==> config.mk <==
export PLATFORM = sky130hd
export DESIGN_NAME = depp_wb_bridge
export DESIGN_NICKNAME = d
export VERILOG_FILES = /design/src/rtl/depp_wb_bridge.sv
export SDC_FILE = /design/constraint.sdc
export NUM_CORES = 1
export LEC_CHECK = 0
export ABC_AREA = 0
export ABC_CLOCK_PERIOD_IN_PS = 6500
export BUFFER_PORTS_ARGS = -buffer_cell sky130_fd_sc_hd__buf_4
export CAP_MARGIN = 10
export CORE_MARGIN = 5
export CORE_UTILIZATION = 50
export CTS_CLUSTER_SIZE = 40
export DETAILED_ROUTE_END_ITERATION = 10
export GPL_ROUTABILITY_DRIVEN = 1
export GPL_TIMING_DRIVEN = 0
export HOLD_SLACK_MARGIN = 0.15
export PLACE_DENSITY = 0.88
export SLEW_MARGIN = 20
export SYNTH_ARGS = -nofsm -noshare
export SYNTH_HDL_FRONTEND = slang
export SYNTH_SLANG_ARGS = --single-unit
==> constraint.sdc <==
create_clock -name i_clk -period 6.5 [get_ports i_clk]
set_clock_uncertainty 0.2 [all_clocks]
set_input_delay 0.325 -clock i_clk [delete_from_list [all_inputs] [get_ports i_clk]]
set_output_delay 0.325 -clock i_clk [all_outputs]
set_load 0.005 [all_outputs]
==> src/rtl/depp_wb_bridge.sv <==
// depp_wb_bridge: DEPP 8-bit host port driving a 32-bit pipelined Wishbone master.
// Also carries a combinational Pi header <-> DEPP pin pass-through.
module depp_wb_bridge #(
   parameter int SYNC_STAGES = 2
) (
   input  logic        i_clk,
   input  logic        i_rst_n,
   input  logic        i_astb_n,
   input  logic        i_dstb_n,
   input  logic        i_write_n,
   input  logic [7:0]  i_depp,
   output logic [7:0]  o_depp,
   output logic        o_wait,
   output logic        o_wb_cyc,
   output logic        o_wb_stb,
   output logic        o_wb_we,
   output logic [31:0] o_wb_addr,
   output logic [31:0] o_wb_data,
   input  logic        i_wb_ack,
   input  logic        i_wb_stall,
   input  logic        i_wb_err,
   input  logic [31:0] i_wb_data,
   input  logic        i_int,
   input  logic [7:0]  i_rpi2B,
   input  logic [7:0]  fr_depp,
   output logic [7:0]  o_rpi2B,
   output logic [7:0]  to_depp
);

   typedef enum logic [1:0] {
      IDLE,
      HOLD,
      RELEASE
   } state_t;

   state_t state;
   state_t state_nx;

   logic [SYNC_STAGES-1:0] astb_q;
   logic [SYNC_STAGES-1:0] dstb_q;
   logic [SYNC_STAGES-1:0] wr_q;
   logic [SYNC_STAGES-1:0] int_q;

   logic        astb_s;
   logic        dstb_s;
   logic        wr_s;
   logic        int_s;
   logic        int_d;
   logic [3:0]  idx;
   logic [31:0] rdata;
   logic        err;
   logic        int_pend;
   logic        busy;
   logic        blocked;
   logic        addr_wr;
   logic        addr_rd;
   logic        data_wr;
   logic        data_rd;
   logic        launch_wr;
   logic        launch_rd;
   logic        int_clr;
   logic        int_rise;
   logic [7:0]  status;
   logic [31:0] rd_word;
   logic [7:0]  rd_byte;

   assign o_rpi2B = fr_depp;
   assign to_depp = i_rpi2B;

   assign astb_s = astb_q[SYNC_STAGES-1];
   assign dstb_s = dstb_q[SYNC_STAGES-1];
   assign wr_s   = wr_q[SYNC_STAGES-1];
   assign int_s  = int_q[SYNC_STAGES-1];

   assign busy     = o_wb_cyc;
   // Writes that touch the bus registers or start a cycle wait for the bus
   assign blocked  = busy && (!idx[3] || (idx == 4'hf && i_depp[0]));
   assign launch_wr = data_wr && idx == 4'h7;
   assign launch_rd = data_wr && idx == 4'hf && i_depp[0];
   assign int_clr   = data_wr && idx == 4'hf && i_depp[3];
   assign int_rise  = int_s && !int_d;
   assign status    = {4'h0, int_pend, int_s, err, busy};

   // Synchronize host strobes, direction and interrupt into i_clk
   always_ff @(posedge i_clk or negedge i_rst_n) begin
      if (!i_rst_n) begin
         astb_q <= '1;
         dstb_q <= '1;
         wr_q   <= '1;
         int_q  <= '0;
         int_d  <= 1'b0;
      end else begin
         astb_q <= {astb_q[SYNC_STAGES-2:0], i_astb_n};
         dstb_q <= {dstb_q[SYNC_STAGES-2:0], i_dstb_n};
         wr_q   <= {wr_q[SYNC_STAGES-2:0], i_write_n};
         int_q  <= {int_q[SYNC_STAGES-2:0], i_int};
         int_d  <= int_s;
      end
   end

   // Handshake state register; wait is high exactly while in HOLD
   always_ff @(posedge i_clk or negedge i_rst_n) begin
      if (!i_rst_n) begin
         state  <= IDLE;
         o_wait <= 1'b0;
      end else begin
         state  <= state_nx;
         o_wait <= (state_nx == HOLD);
      end
   end

   // Handshake next state and transfer strobes; address strobe has priority
   always_comb begin
      state_nx = state;
      addr_wr  = 1'b0;
      addr_rd  = 1'b0;
      data_wr  = 1'b0;
      data_rd  = 1'b0;
      unique case (state)
         IDLE: begin
            if (!astb_s) begin
               addr_wr  = !wr_s;
               addr_rd  = wr_s;
               state_nx = HOLD;
            end else if (!dstb_s) begin
               if (wr_s) begin
                  data_rd  = 1'b1;
                  state_nx = HOLD;
               end else if (!blocked) begin
                  data_wr  = 1'b1;
                  state_nx = HOLD;
               end
            end
         end
         HOLD: begin
            if (astb_s && dstb_s) state_nx = RELEASE;
         end
         RELEASE: state_nx = IDLE;
         default: state_nx = IDLE;
      endcase
   end

   // Select the register byte addressed by idx for host reads
   always_comb begin
      rd_word = 32'h0;
      rd_byte = 8'h00;
      unique case (idx[3:2])
         2'd0: rd_word = o_wb_addr;
         2'd1: rd_word = o_wb_data;
         2'd2: rd_word = rdata;
         2'd3: rd_word = 32'h0;
      endcase
      unique case (idx[1:0])
         2'd0: rd_byte = rd_word[31:24];
         2'd1: rd_byte = rd_word[23:16];
         2'd2: rd_byte = rd_word[15:8];
         2'd3: rd_byte = rd_word[7:0];
      endcase
      if (idx == 4'hf) rd_byte = status;
   end

   // Register index loaded by host address writes
   always_ff @(posedge i_clk or negedge i_rst_n) begin
      if (!i_rst_n) idx <= 4'h0;
      else if (addr_wr) idx <= i_depp[3:0];
   end

   // Byte returned to the host on address or data reads
   always_ff @(posedge i_clk or negedge i_rst_n) begin
      if (!i_rst_n) o_depp <= 8'h00;
      else if (addr_rd) o_depp <= {4'h0, idx};
      else if (data_rd) o_depp <= rd_byte;
   end

   // Host writes into the bus address and write-data bytes
   always_ff @(posedge i_clk or negedge i_rst_n) begin
      if (!i_rst_n) begin
         o_wb_addr <= 32'h0;
         o_wb_data <= 32'h0;
      end else if (data_wr && !idx[3]) begin
         unique case (idx[2:0])
            3'd0: o_wb_addr[31:24] <= i_depp;
            3'd1: o_wb_addr[23:16] <= i_depp;
            3'd2: o_wb_addr[15:8]  <= i_depp;
            3'd3: o_wb_addr[7:0]   <= i_depp;
            3'd4: o_wb_data[31:24] <= i_depp;
            3'd5: o_wb_data[23:16] <= i_depp;
            3'd6: o_wb_data[15:8]  <= i_depp;
            3'd7: o_wb_data[7:0]   <= i_depp;
         endcase
      end
   end

   // Single pipelined transaction: stb until accepted, cyc until ack/err
   always_ff @(posedge i_clk or negedge i_rst_n) begin
      if (!i_rst_n) begin
         o_wb_cyc <= 1'b0;
         o_wb_stb <= 1'b0;
         o_wb_we  <= 1'b0;
         err      <= 1'b0;
         rdata    <= 32'h0;
      end else if (launch_wr || launch_rd) begin
         o_wb_cyc <= 1'b1;
         o_wb_stb <= 1'b1;
         o_wb_we  <= launch_wr;
         err      <= 1'b0;
      end else if (o_wb_cyc) begin
         if (!i_wb_stall) o_wb_stb <= 1'b0;
         if (i_wb_ack || i_wb_err) begin
            o_wb_cyc <= 1'b0;
            o_wb_stb <= 1'b0;
            o_wb_we  <= 1'b0;
         end
         if (i_wb_err) err <= 1'b1;
         else if (i_wb_ack && !o_wb_we) rdata <= i_wb_data;
      end
   end

   // Sticky interrupt pending; a new edge beats a same-cycle clear
   always_ff @(posedge i_clk or negedge i_rst_n) begin
      if (!i_rst_n) int_pend <= 1'b0;
      else if (int_rise) int_pend <= 1'b1;
      else if (int_clr) int_pend <= 1'b0;
   end

endmodule

* Word-level counts from Yosys, hierarchy flattened
Index checks and enable logic that the tools add are counted.
** Storage, ports and cells
- Bits in registers :: 125
- Input port bits :: 65
** Cells by class
- Reduce and logical (&&, ||, !) cells :: 38
- Multiplexer cells :: 39
- Equal/unequal tests :: 18
- Bitwise logic cells :: 2
** Operator list (count)
- $pmux W32 S4 :: 1
- $pmux W8 S4 :: 1
- $mux W1 :: 28
- $mux W8 :: 3
- $reduce_and A2 Y1 :: 11
- $eq A3 B3 Y1 const B :: 4
- $logic_and A1 B1 Y1 :: 10
- $mux W2 :: 5
- $reduce_bool A2 Y1 :: 5
- $eq A2 B1 Y1 const B :: 4
- $eq A2 B2 Y1 const B :: 4
- $eq A3 B2 Y1 const B :: 2
- $logic_not A2 Y1 :: 3
- $eq A4 B3 Y1 const B :: 1
- $eq A4 B4 Y1 const B :: 1
- $logic_not A1 Y1 :: 4
- $pmux W2 S2 :: 1
- $reduce_and A4 Y1 :: 1
- $eq A3 B1 Y1 const B :: 1
- $logic_not A3 Y1 :: 1
- $logic_or A1 B1 Y1 :: 3
- $ne A3 B1 Y1 const B :: 1
- $not A1 Y1 :: 2

* Longest topological paths before layout
- Depth in word-level cells :: 14
- Gate-level depth with buffers :: 7
- Depth with buffers taken out :: 4

* Worst setup path after synthesis
OpenSTA, ideal clock, no wires.
- Path kind :: register to register
- Start :: reg idx[0]
- End :: reg o_wb_addr[25]
- Buffers on the path :: 2
- Arrival :: 1.802 ns
- Cell stages (with the launch flop) :: 7
- Data required time :: 6.175 ns
- Period minus slack after synthesis :: 2.127 ns
- Setup time :: 0.125 ns
- Path slack :: 4.373 ns
- Path through :: dfrtp_1 -> buf_6 -> or2_0 -> buf_6 -> or3_4 -> nor3_4 -> mux2_2
** Between the ends
- Word-level cells in the longest chain between the ends :: 11
- Elaborated cells between the ends (all ways) :: 12
** Ends and longest elaborated chain
- from (decl) :: RTL line 49 : logic [3:0] idx;
- from (signal assigned) :: RTL line 165 : else if (addr_wr) idx <= i_depp[3:0];
- $eq A4 B4 Y1 :: RTL line 77 : assign blocked = busy && (!idx[3] || (idx == 4'hf && i_depp[0]));
- $logic_and A1 B1 Y1 :: RTL line 77
- $logic_or A1 B1 Y1 :: RTL line 77
- $logic_and A1 B1 Y1 :: RTL line 77
- $mux W1 :: RTL line 129 : end else if (!blocked) begin
- $mux W1 :: RTL line 126 : if (wr_s) begin
- $mux W1 :: RTL line 125 : end else if (!dstb_s) begin
- $mux W1 :: RTL line 121 : if (!astb_s) begin
- $mux W1 :: RTL line 119 : unique case (state)
- $logic_and A1 B1 Y1 :: RTL line 180 : end else if (data_wr && !idx[3]) begin
- $reduce_and A2 Y1 (no line) *
- to (signal assigned) :: RTL line 182 : 3'd0: o_wb_addr[31:24] <= i_depp;
- to (decl) :: RTL line 17 : output logic [31:0] o_wb_addr,
Mark *: on every way between the ends. The rest lies on a longest branch, timed or not.
A chain may end at the register's enable or synchronous reset.

* Worst setup path in the final report
- Start :: reg state[1]
- End :: reg o_wb_data[1]
** Between the ends
- Word-level cells in the longest chain between the ends :: 4
** Ends and longest elaborated chain
- from (decl) :: RTL line 36 : state_t state;
- from (signal assigned) :: RTL line 107 : state <= state_nx;
- $logic_not A2 Y1 :: RTL line 119
- $mux W1 :: RTL line 119
- $logic_and A1 B1 Y1 :: RTL line 180
- $reduce_and A2 Y1 (no line)
- to (signal assigned) :: RTL line 189 : 3'd7: o_wb_data[7:0] <= i_depp;
- to (decl) :: RTL line 18 : output logic [31:0] o_wb_data,
No other way between the ends.

==> impl_metrics.json <==
{
  "drive_gt1_share_pct": 51.99,
  "fp.dieW_um": 117.7,
  "vias": 4624,
  "synth_edf_count": 0,
  "antenna_found_initial": 0,
  "peakVddDrop_mv": 0.1795,
  "regArea_mm2": 0.003136,
  "synth-main-ff-cell": "dfrtp_1",
  "cp.required_ns": 6.60,
  "diodes": 0,
  "syn-cell-area_mm2": 0.005801,
  "grt_pass1_vias": 5018,
  "power_density_mw_per_mm2": 310.5,
  "insertion_delay_ns": 0.42,
  "final_antenna_net_count": 0,
  "grt.total_usage_pct": 25.05,
  "hp-class": "reg -> reg",
  "root_buffer": "clkbuf_16",
  "setup_violations": 0,
  "ys_ff_latch": 125,
  "nNetsFinal": 704,
  "power_switching_uw": 710.7,
  "cts_resized": 0,
  "timing.fmax_mhz": 393.8,
  "synthCells": 431,
  "cts_setup_buffers": 0,
  "preCtsSetupSlack_ns": 4.023,
  "start_util_pct": 50.80,
  "htreeDepth": 4,
  "die_height_um": 117.7,
  "relSlewSlack_pct": 35.30,
  "cts-buffers-inserted": 17,
  "ys_async_sr_fraction_pct": 100.0,
  "p_seq_share_pct": 37.4,
  "p_int_uw": 1821,
  "first_pass_iters": 4,
  "tns_ns": 0,
  "coreArea_mm2": 0.01142,
  "maxSlewViolCount": 0,
  "layout_setup_ws_ns": 3.961,
  "clkTransAtPathRegs_ns": 0.06,
  "critPathLaunchType": "register",
  "n_fill_cell": 765,
  "tightestPinTransition_ns": 0.9616,
  "wl_per_cell_um": 21.04,
  "rsz0062_at_grt": "false",
  "synthDistinctLibCells": 45,
  "drc": 0,
  "synth_nets": 496,
  "maxCapViolCount": 0,
  "yosysWarnings": 0,
  "p_clk_share_pct": 38.0,
  "switching_share_pct": 28.07,
  "grt_max_degree": 84,
  "dpl.hpwl_um": 11760,
  "rows": 39,
  "via_per_inst": 5.816,
  "power_frac_comb_pct": 24.6,
  "grt_pass1_wl_um": 27370,
  "syn_to_final_growth_pct": 40.57,
  "wirelength_um": 16730,
  "synth_seq_area_share_pct": 54.06,
  "cts_tree": "built",
  "period_needed_ns": 2.539,
  "p_leak_uw": 0.003749,
  "cp_max_fo": 9,
  "timing.final.crit_share_pct": 39.07,
  "ios": 157,
  "cts.path.max_buffers": 2,
  "cp-end-kind": "register",
  "port_buffers": 139,
  "gp_congestion": 0.9374,
  "arrival_ns": 2.64,
  "drt_iter0_drc": 386,
  "hold_viol": 0,
  "postSynthAreaPerCell_um2": 13.46,
  "crit_type": "reg -> reg",
  "outcome": "finished clean",
  "multiInputGateArea_mm2": 0.002354,
  "clock_sinks": 125,
  "die-area_mm2": 0.01386,
  "grt_overflow": 0
}
## Yosys cell counts (all sizes together) (2+ instances only)
cell / number / area (µm²)
a21o: 3 / 22.52
a21oi: 11 / 55.05
dfstp: 6 / 157.7
nor2b: 3 / 18.77
o41ai: 7 / 61.31
nand3: 4 / 20.02
o221ai: 7 / 61.31
clkbuf: 13 / 48.80
nor4: 4 / 70.07
nor3b: 5 / 42.54
mux2i: 10 / 100.1
mux2: 121 / 1363
dfrtp: 119 / 2978
o21ai: 7 / 35.03
nand2: 16 / 62.56
nor2: 4 / 15.01
buf: 30 / 217.7
nor3: 5 / 41.29
nand2b: 5 / 31.28
inv: 11 / 41.29
a221o: 10 / 100.1
a221oi: 14 / 122.6
nand4: 2 / 12.51
## power groups by stage
stage                     Clock (µW)  Sequential, µW  Combinational [µW]
after CTS                        975             946                 615
after global routing            1010             958                 667
after detailed placement           0             958                 587
after global placement             0             952                 566
after floorplan                    0             943                 312
final                            963             947                 622
## cells in the final DEF, fill, tap and decap left out, drive strengths merged, types with 5 or more instances in the layout
cell type,synthesis,layout
mux2i,10,10
o21ai,7,7
dlygate4sd3,0,49
inv,11,11
dfrtp,119,119
a221oi,14,14
a21oi,11,11
nor3b,5,5
nand2,16,16
clkinv,1,7
o221ai,7,7
a221o,10,10
nand2b,5,5
dfstp,6,6
o41ai,7,7
nor3,5,5
mux2,121,121
clkbuf,13,33
buf,30,170
## what timing repair did
item	4_1_cts	5_1_grt
endpoints found under the hold margin	231	0
setup endpoints to repair	0	0
hold buffers	49	0
## stage by stage
stage	total power [µW]	utilization [%]	cell area, µm²	std cells	hold slack, ns
after global routing	2639	71.41	8154	795	0.1565
after CTS	2535	71.41	8154	795	0.1561
final	2532	71.41	8154	795	0.1539
after detailed placement	1545	61.78	7054	714	0.07147
after floorplan	1255	-	5801	431	-0.1706
after global placement	1518	61.51	7023	713	0.1428
## cell type report
type	count	share of cell area, %
well taps	143	2.194
inverters	12	0.5524
flip-flops and latches	125	38.45
repair buffers	189	19.20
multi-input cells	251	28.86
clock buffers	20	5.723
plain buffers	43	3.268
clock inverters	12	1.749
## routing by layer
| layer | GRT usage, % | up-vias | share of wire [%] |
|---|---|---|---|
| li1 | - | 2021 | - |
| met1 | 30.94 | 2297 | 39 |
| met2 | 38.51 | 243 | 48 |
| met3 | 8.313 | 63 | 8.6 |
| met4 | 14.27 | 0 | 4.3 |
| met5 | 0 | - | 0 |
## worst max-delay path: stages, from the launching register on
cell	delay, ns
dfrtp_1	0.43
nor3_1	0.38
nand2_2	0.29
nor4_4	0.69
mux2_2	0.42
## logic make-up (layout without fill, tap and decap cells)
| family | Yosys count | count (layout) | synth area share [%] |
|---|---|---|---|
| buffers and inverters | 55 | 276 | 5.371 |
| flip-flops | 125 | 125 | 54.06 |
| AND/OR/NAND/NOR | 56 | 56 | 6.558 |
| AO/OA/AOI/OAI | 64 | 64 | 8.801 |
| multiplexers | 131 | 131 | 25.22 |
## registers in the layout, indices dropped and copies added (netlist names), 4 cells and up
register	count
o_wb_addr	32
rdata	32
o_wb_data	32
idx	4
o_depp	8
## path summary, 6_finish.rpt
check	slack (ns)	cells after the start	start	to
hold reg to reg	0.15	0	int_q[0]$_DFF_PN0_	int_q[1]$_DFF_PN0_
min in group asynchronous	0.19	2	i_rst_n	o_wb_stb$_DFFE_PN0P_
setup / recovery	3.96	4	state[1]$_DFF_PN0_	o_wb_data[1]$_DFFE_PN0P_
setup reg to reg	3.96	4	state[1]$_DFF_PN0_	o_wb_data[1]$_DFFE_PN0P_
hold / removal	0.15	0	int_q[0]$_DFF_PN0_	int_q[1]$_DFF_PN0_
max in group asynchronous	5.16	3	i_rst_n	astb_q[0]$_DFF_PN1_
Note: power is estimated with default switching activity, not from simulation.
